===== config.mk =====
export PLATFORM = sky130hd
export DESIGN_NAME = ps2_arrow_decoder_flat
export DESIGN_NICKNAME = d
export VERILOG_FILES = /design/src/rtl/ps2_arrow_decoder_if.sv /design/src/rtl/ps2_arrow_decoder.sv /design/src/flat_wrapper.sv
export SDC_FILE = /design/constraint.sdc
export NUM_CORES = 1
export LEC_CHECK = 0
export BUFFER_PORTS_ARGS = -buffer_cell sky130_fd_sc_hd__clkbuf_2
export CAP_MARGIN = 25
export CORE_UTILIZATION = 59
export DETAILED_ROUTE_END_ITERATION = 8
export PLACE_DENSITY = 0.84
export SKIP_CTS_REPAIR_TIMING = 1
export SYNTH_ARGS = -nofsm -noshare
export SYNTH_HDL_FRONTEND = slang
export SYNTH_SLANG_ARGS = --single-unit

===== constraint.sdc =====
create_clock -name vga_clk -period 2.5 [get_ports vga_clk]
set_clock_uncertainty 0.05 [all_clocks]
set_input_delay 0.25 -clock vga_clk [delete_from_list [all_inputs] [get_ports vga_clk]]
set_output_delay 0.25 -clock vga_clk [all_outputs]
set_load 0.01 [all_outputs]

===== src/rtl/ps2_arrow_decoder_if.sv =====
// Bundles the PS/2 pin pair with the decoded byte and arrow-key outputs.
//   ps2_clk/ps2_data  : raw PS/2 lines, asynchronous to vga_clk
//   scan_code         : last correctly received byte
//   scan_valid        : one-cycle pulse, scan_code updated
//   frame_err         : one-cycle pulse, framing/parity/stop error or timeout
//   u_arr..r_arr      : held-level arrow-key flags
// slave: the decoder side. master: the keyboard/consumer side.
interface ps2_arrow_decoder_if;
  logic       ps2_clk;
  logic       ps2_data;
  logic [7:0] scan_code;
  logic       scan_valid;
  logic       frame_err;
  logic       u_arr;
  logic       d_arr;
  logic       l_arr;
  logic       r_arr;

  modport slave (
    input  ps2_clk, ps2_data,
    output scan_code, scan_valid, frame_err, u_arr, d_arr, l_arr, r_arr
  );

  modport master (
    output ps2_clk, ps2_data,
    input  scan_code, scan_valid, frame_err, u_arr, d_arr, l_arr, r_arr
  );
endinterface


===== src/rtl/ps2_arrow_decoder.sv =====
// PS/2 keyboard receiver: synchronises the PS/2 lines into vga_clk, deframes
// 11-bit frames (start, 8 data LSB first, odd parity, stop), tracks E0/F0
// prefixes and drives held-level arrow-key flags plus raw scan codes.
//   vga_clk : system clock, all logic on posedge
//   reset_n : asynchronous active-low reset
//   bus     : PS/2 lines in, decoded byte / pulses / arrow flags out
module ps2_arrow_decoder #(
  parameter int unsigned TIMEOUT_CYCLES = 50000,
  parameter int unsigned TMR_W          = 16
) (
  input  logic                 vga_clk,
  input  logic                 reset_n,
  ps2_arrow_decoder_if.slave   bus
);

  localparam int unsigned ARR_U = 3;
  localparam int unsigned ARR_D = 2;
  localparam int unsigned ARR_L = 1;
  localparam int unsigned ARR_R = 0;

  typedef enum logic [1:0] {S_IDLE, S_DATA, S_PARITY, S_STOP} state_t;

  logic [1:0]       r_clk_sync;
  logic [1:0]       r_data_sync;
  logic             r_clk_d;
  state_t           r_state;
  logic [2:0]       r_bit_cnt;
  logic [7:0]       r_shift;
  logic             r_parity;
  logic [TMR_W-1:0] r_timer;
  logic             r_ext;
  logic             r_brk;
  logic [7:0]       r_scan_code;
  logic             r_scan_valid;
  logic             r_frame_err;
  logic [3:0]       r_arrows;

  state_t           w_state_nxt;
  logic [2:0]       w_bit_cnt_nxt;
  logic [7:0]       w_shift_nxt;
  logic             w_parity_nxt;
  logic [TMR_W-1:0] w_timer_nxt;
  logic             w_ext_nxt;
  logic             w_brk_nxt;
  logic [7:0]       w_code_nxt;
  logic             w_valid_nxt;
  logic             w_err_nxt;
  logic [3:0]       w_arrows_nxt;

  logic w_fall;
  logic w_data;
  logic w_ok;
  logic w_timeout;

  assign w_fall    = r_clk_d & ~r_clk_sync[1];
  assign w_data    = r_data_sync[1];
  // Odd parity: data byte plus parity bit must contain an odd number of ones.
  assign w_ok      = w_data & (^{r_shift, r_parity});
  assign w_timeout = (r_state != S_IDLE) && (r_timer == TMR_W'(TIMEOUT_CYCLES - 1));

  // State and output registers; sync FFs reset high because the bus idles high.
  always_ff @(posedge vga_clk or negedge reset_n) begin
    if (!reset_n) begin
      r_clk_sync   <= 2'b11;
      r_data_sync  <= 2'b11;
      r_clk_d      <= 1'b1;
      r_state      <= S_IDLE;
      r_bit_cnt    <= '0;
      r_shift      <= '0;
      r_parity     <= 1'b0;
      r_timer      <= '0;
      r_ext        <= 1'b0;
      r_brk        <= 1'b0;
      r_scan_code  <= '0;
      r_scan_valid <= 1'b0;
      r_frame_err  <= 1'b0;
      r_arrows     <= '0;
    end else begin
      r_clk_sync   <= {r_clk_sync[0], bus.ps2_clk};
      r_data_sync  <= {r_data_sync[0], bus.ps2_data};
      r_clk_d      <= r_clk_sync[1];
      r_state      <= w_state_nxt;
      r_bit_cnt    <= w_bit_cnt_nxt;
      r_shift      <= w_shift_nxt;
      r_parity     <= w_parity_nxt;
      r_timer      <= w_timer_nxt;
      r_ext        <= w_ext_nxt;
      r_brk        <= w_brk_nxt;
      r_scan_code  <= w_code_nxt;
      r_scan_valid <= w_valid_nxt;
      r_frame_err  <= w_err_nxt;
      r_arrows     <= w_arrows_nxt;
    end
  end

  // Frame FSM, timeout and prefix/arrow tracking.
  always_comb begin
    w_state_nxt   = r_state;
    w_bit_cnt_nxt = r_bit_cnt;
    w_shift_nxt   = r_shift;
    w_parity_nxt  = r_parity;
    w_timer_nxt   = r_timer + TMR_W'(1);
    w_ext_nxt     = r_ext;
    w_brk_nxt     = r_brk;
    w_code_nxt    = r_scan_code;
    w_valid_nxt   = 1'b0;
    w_err_nxt     = 1'b0;
    w_arrows_nxt  = r_arrows;

    if (r_state == S_IDLE) w_timer_nxt = '0;

    if (w_fall) begin
      w_timer_nxt = '0;
      unique case (r_state)
        S_IDLE: begin
          // A high data line on a fall is a glitch, not a start bit.
          if (!w_data) begin
            w_state_nxt   = S_DATA;
            w_bit_cnt_nxt = '0;
          end
        end
        S_DATA: begin
          w_shift_nxt   = {w_data, r_shift[7:1]};
          w_bit_cnt_nxt = r_bit_cnt + 3'd1;
          if (r_bit_cnt == 3'd7) w_state_nxt = S_PARITY;
        end
        S_PARITY: begin
          w_parity_nxt = w_data;
          w_state_nxt  = S_STOP;
        end
        S_STOP: begin
          w_state_nxt = S_IDLE;
          if (w_ok) begin
            w_valid_nxt = 1'b1;
            w_code_nxt  = r_shift;
            case (r_shift)
              8'hE0: w_ext_nxt = 1'b1;
              8'hF0: w_brk_nxt = 1'b1;
              // BAT pass or overrun: keyboard state is unknown, drop all keys.
              8'hAA, 8'h00, 8'hFF: begin
                w_arrows_nxt = '0;
                w_ext_nxt    = 1'b0;
                w_brk_nxt    = 1'b0;
              end
              default: begin
                // Only extended codes are arrows; plain ones are numpad keys.
                if (r_ext) begin
                  case (r_shift)
                    8'h75:   w_arrows_nxt[ARR_U] = ~r_brk;
                    8'h72:   w_arrows_nxt[ARR_D] = ~r_brk;
                    8'h6B:   w_arrows_nxt[ARR_L] = ~r_brk;
                    8'h74:   w_arrows_nxt[ARR_R] = ~r_brk;
                    default: ;
                  endcase
                end
                w_ext_nxt = 1'b0;
                w_brk_nxt = 1'b0;
              end
            endcase
          end else begin
            w_err_nxt = 1'b1;
            w_ext_nxt = 1'b0;
            w_brk_nxt = 1'b0;
          end
        end
      endcase
    end else if (w_timeout) begin
      w_state_nxt = S_IDLE;
      w_timer_nxt = '0;
      w_err_nxt   = 1'b1;
      w_ext_nxt   = 1'b0;
      w_brk_nxt   = 1'b0;
    end
  end

  assign bus.scan_code  = r_scan_code;
  assign bus.scan_valid = r_scan_valid;
  assign bus.frame_err  = r_frame_err;
  assign bus.u_arr      = r_arrows[ARR_U];
  assign bus.d_arr      = r_arrows[ARR_D];
  assign bus.l_arr      = r_arrows[ARR_L];
  assign bus.r_arr      = r_arrows[ARR_R];

endmodule


===== src/flat_wrapper.sv =====
// flat-port wrapper written by rule: the top's interface ports become plain ports
module ps2_arrow_decoder_flat 
#(
  parameter int unsigned TIMEOUT_CYCLES = 50000,
  parameter int unsigned TMR_W          = 16
)
  (vga_clk, reset_n, bus_ps2_clk, bus_ps2_data, bus_scan_code, bus_scan_valid, bus_frame_err, bus_u_arr, bus_d_arr, bus_l_arr, bus_r_arr);
  ps2_arrow_decoder_if bus_i ();
  input  logic vga_clk;
  input  logic reset_n;
  input wire logic [$bits(bus_i.ps2_clk)-1:0] bus_ps2_clk;
  input wire logic [$bits(bus_i.ps2_data)-1:0] bus_ps2_data;
  output wire logic [$bits(bus_i.scan_code)-1:0] bus_scan_code;
  output wire logic [$bits(bus_i.scan_valid)-1:0] bus_scan_valid;
  output wire logic [$bits(bus_i.frame_err)-1:0] bus_frame_err;
  output wire logic [$bits(bus_i.u_arr)-1:0] bus_u_arr;
  output wire logic [$bits(bus_i.d_arr)-1:0] bus_d_arr;
  output wire logic [$bits(bus_i.l_arr)-1:0] bus_l_arr;
  output wire logic [$bits(bus_i.r_arr)-1:0] bus_r_arr;
  assign bus_i.ps2_clk = bus_ps2_clk;
  assign bus_i.ps2_data = bus_ps2_data;
  assign bus_scan_code = bus_i.scan_code;
  assign bus_scan_valid = bus_i.scan_valid;
  assign bus_frame_err = bus_i.frame_err;
  assign bus_u_arr = bus_i.u_arr;
  assign bus_d_arr = bus_i.d_arr;
  assign bus_l_arr = bus_i.l_arr;
  assign bus_r_arr = bus_i.r_arr;
  ps2_arrow_decoder #(.TIMEOUT_CYCLES(TIMEOUT_CYCLES), .TMR_W(TMR_W)) u_core (.vga_clk(vga_clk), .reset_n(reset_n), .bus(bus_i));
endmodule

==> flow_summary.json <==
{
  "ctsHtreeMaxLevel": 2,
  "viasPerCell": 5.58,
  "synth_area_um2": 2530,
  "crit_type": "reg2reg",
  "grt-ovfl-total": 0,
  "syn_avg_cell_area_um2": 10.2,
  "fin_area_um2": 2770,
  "power_density_nw_per_um2": 700,
  "cts_buffer_depth": 2,
  "fin_setup_tns_ns": 0,
  "num_io_pins": 18,
  "critical_path.max_fanout": 8,
  "cts_root_buffer": "clkbuf_8",
  "end_kind": "flop",
  "critPathSlowestCell": "dfrtp_1",
  "n_antenna_cell": 0,
  "wl_per_cell_um": 13.5,
  "die_w_um": 67.5,
  "post_dp_cell_area_um2": 2650,
  "synth_warnings": 0,
  "fin_crit_sh_pct": 89.5,
  "ys_ff_latch": 51,
  "grt_max_degree": 26,
  "dp_hpwl_mm": 3.22,
  "final_max_slew_viol_count": 0,
  "drtAntennaViolNets": 0,
  "track_usage_pct": 22.8,
  "initial_core_util_pct": 62.3,
  "port-buffer-count": 17,
  "core_area_um2": 4060,
  "ys.flop_type": "dfrtp_1",
  "grt_pass1_vias": 1757,
  "cellLeakagePower_nw": 1.29,
  "cts-buffers-inserted": 5,
  "drt_wl_total_mm": 4.31,
  "clock-sinks": 51,
  "postSynth.asyncResetShare_pct": 100,
  "die_area_um2": 4550,
  "final_nets": 280,
  "dr.first_iter.drc_count": 119,
  "remaining_drc_errors": 0,
  "max_stage_delay_ns": 0.41,
  "rsz0062_at_grt": "false",
  "start_kind": "flop",
  "clk_latency_ns": 0.31,
  "ys_seq_area_share_pct": 50.7,
  "worstMarginPinSlew_ns": 0.391,
  "slew-limit-headroom_pct": 73.2,
  "critPathRequiredTime_ns": 2.64,
  "antenna_found_initial": 0,
  "cts_tree": "built",
  "cts.reportedPaths.clkPinSlew_ns": 0.10,
  "syn-num-nets": 261,
  "die_h_um": 67.5,
  "fmax_mhz": 447,
  "via_count": 1781,
  "synth_cells": 249,
  "grt_first_pass_wirelength_mm": 7.70,
  "fin_crit_ns": 2.24,
  "hp-class": "in2async",
  "crit_chain": "inv_1, ha_1, nor4_1, nand4_1, o21ai_0, o21ai_0, a21o_1, o21a_1",
  "rows": 23,
  "layout-drive-gt1-share_pct": 19.0,
  "cap_violations": 0,
  "routabilityCongestion": 0.801,
  "crit_arrival_ns": 2.38,
  "status": "complete, no violations",
  "cpMostUsedCell": "o21ai_0",
  "fillers": 313,
  "ir_drop_mv": 0.372,
  "reg2reg_depth": 8,
  "synth-edff-count": 0,
  "finalSetupViolations": 0,
  "syn_to_final_growth_pct": 9.45,
  "first_pass_iters": 5,
  "hold_viol_final": 0,
  "synth_cell_types": 46
}
## synthesized netlist by cell type (5+ instances only)
master,number,area [um^2]
inv_1,11,41.3
nand3_1,6,30.0
mux2_2,9,101
a21oi_1,6,30.0
xnor2_1,11,96.3
dfrtp_1,46,1150
o21ai_0,10,50.1
nor2_1,24,90.1
and3_1,7,43.8
clkbuf_1,5,18.8
ha_1,8,100
xor2_1,7,61.3
nand2_1,37,139
buf_2,5,25.0
nand4_1,6,37.5
dfstp_2,5,131
## registers in the layout (all words and copies together) (netlist names)
name	flops
u_core.r_parity	1
u_core.r_arrows	4
u_core.bus.scan_code	8
u_core.r_clk_d	1
u_core.r_data_sync	2
u_core.r_ext	1
u_core.bus.scan_valid	1
u_core.r_shift	8
u_core.bus.frame_err	1
u_core.r_timer	16
u_core.r_bit_cnt	3
u_core.r_state	2
u_core.r_clk_sync	2
u_core.r_brk	1
## cells in the final DEF, fill, tap and decap left out, types with 2 or more instances in the layout
cell type      count
a21oi_1            6
buf_4              5
nand4b_1           2
nand3_1            6
xnor2_1           11
dfrtp_1           46
nor3b_1            2
nor4_1             4
inv_1             11
nor2b_1            4
dfstp_2            5
and3_1             7
o21ai_0           10
inv_6              2
xor2_1             7
mux2_2             9
clkbuf_8           5
o21a_1             2
clkbuf_2          17
nor3_1             2
dlygate4sd3_1      3
nand4_1            6
nand3b_1           3
nand2_1           37
nor2_1            24
o22ai_1            4
ha_1               8
## final timing paths
check                                      from              endpoint  slack [ns]
setup / recovery              u_core.r_state[1]          u_core.r_ext        0.26
hold / removal                          reset_n     u_core.r_timer[0]        0.29
setup reg to reg              u_core.r_state[1]          u_core.r_ext        0.26
hold reg to reg            u_core.r_clk_sync[0]  u_core.r_clk_sync[1]        0.31
max in group asynchronous               reset_n  u_core.r_clk_sync[1]        1.44
min in group vga_clk       u_core.r_clk_sync[0]  u_core.r_clk_sync[1]        0.31
## worst max-delay path: cells and delay by family (launching register included)
family | cells | cell delay, ns
AOI/OAI and AO/OA | 4 | 0.82
and+or+nand+nor | 2 | 0.47
DFF | 1 | 0.41
adders and majority gates | 1 | 0.29
buffers and inverters | 1 | 0.10
## report_power, final
group | leakage [nW] | internal, mW | switching, mW
Sequential | 0.686 | 0.894 | 0.104
Clock | 0.0452 | 0.204 | 0.279
Combinational | 0.558 | 0.226 | 0.232
## logic make-up (layout without fill, tap and decap cells)
kind of cell / count (synthesis) / in the layout / share of synthesized area, %
simple gates: 108 / 108 / 21.9
fa+ha+maj: 8 / 8 / 3.96
buf+inv: 25 / 45 / 4.65
xor+xnor: 20 / 20 / 8.06
compound gates: 27 / 27 / 6.33
flops: 51 / 51 / 50.7
mux: 10 / 10 / 4.40
## per-stage QoR
stage / hold WS [ns] / worst slack [ns] / power, mW / cells / utilization, %
floorplan: -0.0956 / 0.463 / 1.37 / 249 / -
global placement: 0.0916 / 0.372 / 1.44 / 308 / 65.2
detailed placement: 0.0991 / 0.295 / 1.47 / 308 / 65.2
CTS: -0.250 / 0.270 / 1.96 / 316 / 67.5
global route: 0.311 / 0.0551 / 2.07 / 319 / 68.2
finish: 0.288 / 0.261 / 1.94 / 319 / 68.2
## routing by layer
layer	vias up	part of all wire (%)	track usage, %
met5	-	0	0
met4	0	1.3	8.51
met3	6	3.0	5.07
met2	35	50	38.4
met1	856	45	28.4
li1	884	-	-
## final cells by class
class | count | area [um^2] | share of cell area (%)
Tap cell | 50 | 62.6 | 2.26
Timing Repair Buffer | 25 | 153 | 5.51
Clock inverter | 3 | 25.0 | 0.904
Sequential cell | 51 | 1280 | 46.3
Clock buffer | 5 | 68.8 | 2.49
Multi-Input combinational cell | 173 | 1130 | 40.8
Inverter | 12 | 47.5 | 1.72
Power figures use the tool's default switching activity.
